==> src/rtl/magnitude_comparator_pkg.sv <==
// rtl/magnitude_comparator_pkg.sv - shared state type and step-count helper for the magnitude comparator sequencer
//
// Contents:
//   state_t   : sequencer state (IDLE, RUN, DONE)
//   steps_of  : number of CHUNK-wide compare steps needed to cover WIDTH bits
package magnitude_comparator_pkg;

    typedef enum logic [1:0] {
        IDLE = 2'd0,
        RUN  = 2'd1,
        DONE = 2'd2
    } state_t;

    function automatic int steps_of(input int width, input int chunk);
        return width / chunk;
    endfunction

endpackage

==> src/rtl/magnitude_comparator_chunk.sv <==
// rtl/magnitude_comparator_chunk.sv - combinational CHUNK-bit unsigned magnitude compare
//
// Ports:
//   a, b : CHUNK-bit unsigned operands
//   gt   : a > b
//   lt   : a < b   (both low means a == b)
module magnitude_comparator_chunk #(
    parameter int CHUNK = 4
) (
    input  logic [CHUNK-1:0] a,
    input  logic [CHUNK-1:0] b,
    output logic             gt,
    output logic             lt
);

    assign gt = (a > b);
    assign lt = (a < b);

endmodule

==> src/rtl/magnitude_comparator_sequencer.sv <==
// rtl/magnitude_comparator_sequencer.sv - multi-cycle magnitude comparator, MSB chunk first, valid/ready in and out
//
// Build option: MAGNITUDE_COMPARATOR_SEQUENCER_EARLY_EXIT_EN
//   defined   : RUN ends on the first differing chunk (data-dependent latency)
//   undefined : RUN always lasts WIDTH/CHUNK cycles (constant latency)
//
// Ports:
//   clk, rst_n   : clock, asynchronous active-low reset
//   i_vld, o_rdy : operand handshake (accepted when both high, only in IDLE)
//   i_a, i_b     : WIDTH-bit unsigned operands
//   o_vld, i_rdy : result handshake (consumed when both high, only in DONE)
//   o_a          : a > b
//   o_b          : b > a (both low means a == b)
//   o_bsy        : high in RUN or DONE
module magnitude_comparator_sequencer
    import magnitude_comparator_pkg::*;
#(
    parameter int WIDTH = 16,
    parameter int CHUNK = 4
) (
    input  logic             clk,
    input  logic             rst_n,
    input  logic             i_vld,
    output logic             o_rdy,
    input  logic [WIDTH-1:0] i_a,
    input  logic [WIDTH-1:0] i_b,
    output logic             o_vld,
    input  logic             i_rdy,
    output logic             o_a,
    output logic             o_b,
    output logic             o_bsy
);

    localparam int STEPS = steps_of(WIDTH, CHUNK);
    localparam int CW    = (STEPS > 1) ? $clog2(STEPS) : 1;

`ifdef MAGNITUDE_COMPARATOR_SEQUENCER_EARLY_EXIT_EN
    localparam bit EARLY_EXIT = 1'b1;
`else
    localparam bit EARLY_EXIT = 1'b0;
`endif

    generate
        if ((CHUNK < 1) || (CHUNK > WIDTH) || ((WIDTH % CHUNK) != 0)) begin : g_bad_params
            $error("magnitude_comparator_sequencer: WIDTH must be a non-zero multiple of CHUNK");
        end
    endgenerate

    state_t            state_q, state_d;
    logic [WIDTH-1:0]  sh_a_q, sh_a_d;
    logic [WIDTH-1:0]  sh_b_q, sh_b_d;
    logic [CW-1:0]     cnt_q, cnt_d;
    logic              gt_q, gt_d;
    logic              lt_q, lt_d;
    logic              chunk_gt;
    logic              chunk_lt;

    // The single shared comparator always looks at the top chunk; the
    // shift registers bring the next-lower chunk up each RUN cycle.
    magnitude_comparator_chunk #(
        .CHUNK (CHUNK)
    ) u_chunk (
        .a  (sh_a_q[WIDTH-1 -: CHUNK]),
        .b  (sh_b_q[WIDTH-1 -: CHUNK]),
        .gt (chunk_gt),
        .lt (chunk_lt)
    );

    always_ff @(posedge clk or negedge rst_n) begin
        if (!rst_n) begin
            state_q <= IDLE;
            sh_a_q  <= '0;
            sh_b_q  <= '0;
            cnt_q   <= '0;
            gt_q    <= 1'b0;
            lt_q    <= 1'b0;
        end else begin
            state_q <= state_d;
            sh_a_q  <= sh_a_d;
            sh_b_q  <= sh_b_d;
            cnt_q   <= cnt_d;
            gt_q    <= gt_d;
            lt_q    <= lt_d;
        end
    end

    always_comb begin
        state_d = state_q;
        sh_a_d  = sh_a_q;
        sh_b_d  = sh_b_q;
        cnt_d   = cnt_q;
        gt_d    = gt_q;
        lt_d    = lt_q;

        case (state_q)
            IDLE: begin
                if (i_vld) begin
                    sh_a_d  = i_a;
                    sh_b_d  = i_b;
                    gt_d    = 1'b0;
                    lt_d    = 1'b0;
                    cnt_d   = CW'(STEPS - 1);
                    state_d = RUN;
                end
            end

            RUN: begin
                // First differing chunk decides; once a flag is set the
                // remaining lower chunks cannot change the verdict.
                if (!gt_q && !lt_q) begin
                    gt_d = chunk_gt;
                    lt_d = chunk_lt;
                end
                sh_a_d = sh_a_q << CHUNK;
                sh_b_d = sh_b_q << CHUNK;
                if (cnt_q != '0) begin
                    cnt_d = cnt_q - CW'(1);
                end
                if ((cnt_q == '0) || (EARLY_EXIT && (chunk_gt || chunk_lt))) begin
                    state_d = DONE;
                end
            end

            DONE: begin
                if (i_rdy) begin
                    state_d = IDLE;
                end
            end

            default: begin
                state_d = IDLE;
            end
        endcase
    end

    // Handshake outputs depend on registered state only.
    assign o_rdy = (state_q == IDLE);
    assign o_vld = (state_q == DONE);
    assign o_bsy = (state_q != IDLE);
    assign o_a   = gt_q;
    assign o_b   = lt_q;

endmodule
==> config.mk <==
export PLATFORM = sky130hd
export DESIGN_NAME = magnitude_comparator_sequencer
export DESIGN_NICKNAME = d
export VERILOG_FILES = /design/src/rtl/magnitude_comparator_pkg.sv /design/src/rtl/magnitude_comparator_chunk.sv /design/src/rtl/magnitude_comparator_sequencer.sv
export SDC_FILE = /design/constraint.sdc
export NUM_CORES = 1
export LEC_CHECK = 0
export BUFFER_PORTS_ARGS = -buffer_cell sky130_fd_sc_hd__buf_2
export CORE_UTILIZATION = 42
export DETAILED_ROUTE_END_ITERATION = 8
export MAX_ROUTING_LAYER = met4
export PLACE_DENSITY_LB_ADDON = 0.15
export SKIP_CTS_REPAIR_TIMING = 1
export SLEW_MARGIN = 20
export SYNTH_ARGS = -nofsm -noshare
export SYNTH_HDL_FRONTEND = slang
export SYNTH_SLANG_ARGS = --single-unit
==> constraint.sdc <==
create_clock -name clk -period 1.6 [get_ports clk]
set_input_delay 0.32 -clock clk [delete_from_list [all_inputs] [get_ports clk]]
set_output_delay 0.32 -clock clk [all_outputs]
set_load 0.03 [all_outputs]
After elaboration in Yosys (flattened, before gate mapping)
Cells that the tools add are included.
Word-level totals
  bits in latches: 0
  register bits after elaboration: 38
  RAM bits: 0
  bits in read-only memories: 0
  memories kept: 0
  input port bits: 36
  output and inout bits: 5
Cells by class
  add/subtract/negate cells: 1
  muxes and demuxes: 16
  div/mod/pow operators: 0
  eq/ne operators: 7
  reductions and logical operators: 12
  shifts and indexed selects: 0
  magnitude comparators: 2
  multiply operators: 0
  bitwise gates (word level): 0
Operators by type and width (number)
  $pmux W16 S2: 2
  $mux W16: 2
  $mux W2: 5
  $reduce_and A3 Y1: 3
  $ne A2 B2 Y1 const B: 4
  $pmux W2 S3: 1
  $reduce_bool A2 Y1: 3
  $gt A4 B4 Y1: 1
  $logic_not A2 Y1: 2
  $lt A4 B4 Y1: 1
  $pmux W1 S2: 2
  $pmux W2 S2: 1
  $mux W1: 3
  $eq A2 B1 Y1 const B: 1
  $eq A2 B2 Y1 const B: 1
  $logic_not A1 Y1: 2
  $ne A2 B1 Y1 const B: 1
  $reduce_and A2 Y1: 1
  $sub A2 B1 Y2 const B: 1
  $logic_and A1 B1 Y1: 1

Depth between registers and ports, before layout
  word-level depth: 4
  gate-level depth with buffers: 6

Hierarchy
From an unflattened synthesis, not the netlist that was laid out.
Second synthesis, totals
  cell total of the unflattened synthesis: 180
  area total of the unflattened synthesis: 1819.2 um^2
Modules (own cells, without submodules)
  magnitude_comparator_sequencer: sequential area each 950.9 um^2, cells each 165, instances 1, area each 1705.4 um^2
  magnitude_comparator_chunk: sequential area each 0.0 um^2, cells each 15, instances 1, area each 113.9 um^2

Least setup slack after synthesis
No wires, ideal clock.
  kind: register to output
  start point: register state_q[1]
  end point: output port o_bsy
  stages on the path, launching flop included: 3
  slack: 0.071 ns
  data arrival time: 1.209 ns
  path through: dfrtp_1 -> nor2_1 -> inv_1
On the way
  cells in the longest elaborated chain, start to end: 1
RTL lines
  from (decl): RTL line magnitude_comparator_sequencer.sv:49  | state_t state_q, state_d;
  from (signal assigned): RTL line magnitude_comparator_sequencer.sv:78  | state_q <= state_d;
  $reduce_bool A2 Y1: RTL line magnitude_comparator_sequencer.sv:139  | assign o_bsy = (state_q != IDLE);
  to (decl): RTL line magnitude_comparator_sequencer.sv:31  | output logic o_bsy
Every way passes these cells.

Worst setup path after layout
  start point: register state_q[0]
  end point: output port o_bsy
The elaborated chain is that of the path after synthesis.

==> out/summary.json <==
{
  "status": {
    "run_status": "finished clean"
  },
  "worst_setup_path": {
    "critPathKind": "reg2out",
    "required_ps": 1280,
    "ff2ff_setup_slack_ps": 260,
    "cp_data_arrival_time_ps": 1190,
    "critPathCaptureType": "output pin",
    "critical_path.startpoint_type": "flop",
    "critPathMaxFanout": 5
  },
  "power": {
    "power_per_cell_area_nw_per_um2": 2030,
    "cellLeakagePower_nw": 1.07,
    "total_power_mw": 4.26,
    "vdd_drop_max_mv": 0.681
  },
  "cells_and_area": {
    "syn2layout_area_growth_pct": 17.9,
    "nFillCells": 399,
    "antenna_cells_inserted": 0,
    "instances_no_fill": 252,
    "final_area_um2": 2100,
    "layout_cell_share_with_drive_strength_beyond_1": 0.252,
    "num-nets-final": 244
  },
  "clock_tree": {
    "clkSinkCount": 38,
    "htreeDepth": 2,
    "clkLatencyLatePin_ps": 280,
    "clockBufferDepth": 2,
    "clk_root_buffer_cell": "sky130_fd_sc_hd__clkbuf_8",
    "tritoncts": "yes",
    "clk_transition_reported_paths_ps": 70,
    "numCtsBuffers": 5
  },
  "logic_synthesis": {
    "post-synth-top-area-fraction": 0.533,
    "ys_seq_elements": 38,
    "post_syn_area_per_cell_um2": 10.9,
    "post-synth-top-area-cell": "sky130_fd_sc_hd__dfrtp_1",
    "synth.cells.most_frequent": "sky130_fd_sc_hd__dfrtp_1, sky130_fd_sc_hd__nand2_1, sky130_fd_sc_hd__mux2i_1, sky130_fd_sc_hd__o21ai_1",
    "synth.net_count": 205,
    "synth_most_common_cell": "sky130_fd_sc_hd__dfrtp_1",
    "ys_dominant_reg_cell": "sky130_fd_sc_hd__dfrtp_1",
    "synth_enable_flop_cells": 0,
    "postSynth.asyncResetShare": 1.00,
    "ys_top_cells_by_area": "sky130_fd_sc_hd__dfrtp_1, sky130_fd_sc_hd__mux2i_1, sky130_fd_sc_hd__nand2_1, sky130_fd_sc_hd__o21ai_1, sky130_fd_sc_hd__a22o_1",
    "yosysWarnings": 0,
    "netlist_instances": 164,
    "synth.yosys.seq_area_share": 0.533,
    "yosysUniqueCellTypes": 26,
    "syn_area_um2": 1780
  },
  "place": {
    "placement.io_buffers": 40,
    "postPlaceCellArea_um2": 2020,
    "dp_hpwl_um": 2330,
    "numPlacedInstances": 246,
    "weighted_congestion_at_the_end_of_routability_driven_global_placement": 0.693
  },
  "detailed_routing": {
    "post_drt_wl_per_cell_um": 13.0,
    "finalWirelength_um": 3280,
    "drc_errors": 0,
    "initialDrtViolationCount": 71,
    "drt-vias-per-instance": 5.08,
    "antenna_violating_nets_post_route": 0,
    "via_count": 1280,
    "drt_first_pass_iters": 4
  },
  "timing": {
    "finalHoldViolCount": 0,
    "final-max-slew-violation-count": 0,
    "summed_negative_setup_slack_over_all_endpoints_ps": 0,
    "final.min_clock_period_ps": 1510,
    "slew_headroom": 0.678,
    "max_freq_mhz": 664,
    "tightestPinTransition_ps": 482,
    "rsz_0062_raised_after_global_routing": "false",
    "post-route-period-util": 0.941,
    "setup_violators_final": 0,
    "finClkSkew_ps": 3.04,
    "timing.hold.ws_ps": 80.7
  },
  "hold_path": {
    "hold_path_class": "in2async"
  },
  "global_routing": {
    "grt_pass1_vias": 1260,
    "grt_pass1_wl_um": 5580,
    "grt_overflow": 0,
    "largest_net_degree_at_the_start_of_global_routing": 57,
    "grt_antenna_before_repair": 0,
    "global_route.usage.total": 0.173
  },
  "floorplanning": {
    "die_area_um2": 4510,
    "initial_utilization": 0.443,
    "design.core.area_um2": 4030,
    "die-height_um": 67.2,
    "floorplan.die.width_um": 67.2,
    "io_pins": 41,
    "placement_rows": 23
  },
  "flow_run": {
    "cap_viol_max_count": 0
  }
}
-- through the flow --
stage	setup slack (ps)	utilization
2_1_floorplan	71.5	-
6_report	94.2	0.522
3_5_place_dp	248	0.501
3_3_place_gp	302	0.501
4_1_cts	81.8	0.522
5_1_grt	2.67	0.522
-- registers in the layout (all words and copies together), names as in the netlist --
signal	cells
sh_a_q	16
sh_b_q	16
cnt_q	2
state_q	2
o_a	1
o_b	1
-- cells by family (layout without fill, tap and decap cells) --
| kind of cell | Yosys count | count (layout) | synth area share |
|---|---|---|---|
| AO/OA/AOI/OAI | 43 | 43 | 0.150 |
| adder cells (fa/ha/maj) | 5 | 5 | 0.0351 |
| buffers and inverters | 20 | 58 | 0.0667 |
| flip-flops | 38 | 38 | 0.533 |
| multiplexers | 24 | 24 | 0.135 |
| AND/OR/NAND/NOR | 34 | 34 | 0.0800 |
-- final timing paths --
| kind | cells past startpoint | startpoint | end |
|---|---|---|---|
| setup / recovery | 3 | state_q[0] | o_bsy |
| hold / removal | 2 | rst_n | state_q[0] |
| setup reg to reg | 4 | sh_a_q[15] | o_a |
| hold reg to reg | 1 | o_a | o_b |
| max in group asynchronous | 2 | rst_n | sh_b_q[0] |
| min in group clk | 2 | i_b[3] | sh_b_q[3] |
-- cells in the final DEF (no fill, tap or decap), drive strengths merged, types with 2 or more instances in the layout --
master,instances
a22o,9
mux2i,24
a21oi,3
inv,9
ha,5
nand2,27
dfrtp,38
clkbuf,6
nor2,2
o21ai,26
buf,43
-- where the power goes --
part,internal (mW),switching [mW]
sequential,1.39,0.244
combinational,0.886,1.10
clock,0.332,0.299
total,2.61,1.64
-- area by class of cell --
type	count	area, um2	area share
clock buffers	6	82.6	0.0393
multi-input cells	106	724	0.345
inverters	9	33.8	0.0161
well taps	50	62.6	0.0298
repair buffers	43	248	0.118
flip-flops and latches	38	951	0.452
-- routing by layer --
metal  vias up  wire length [um]  track usage
met5         -                 0            -
met4         0                61       0.0824
met3         6               121       0.0372
met2        25              1610        0.259
met1       609              1490        0.223
li1        640                 -            -
-- critical path: stages, from the launching register on --
cell	delay, ps
sky130_fd_sc_hd__dfrtp_1	440
sky130_fd_sc_hd__nor2_1	210
sky130_fd_sc_hd__inv_1	80
sky130_fd_sc_hd__buf_2	190
Power figures use the tool's default switching activity.
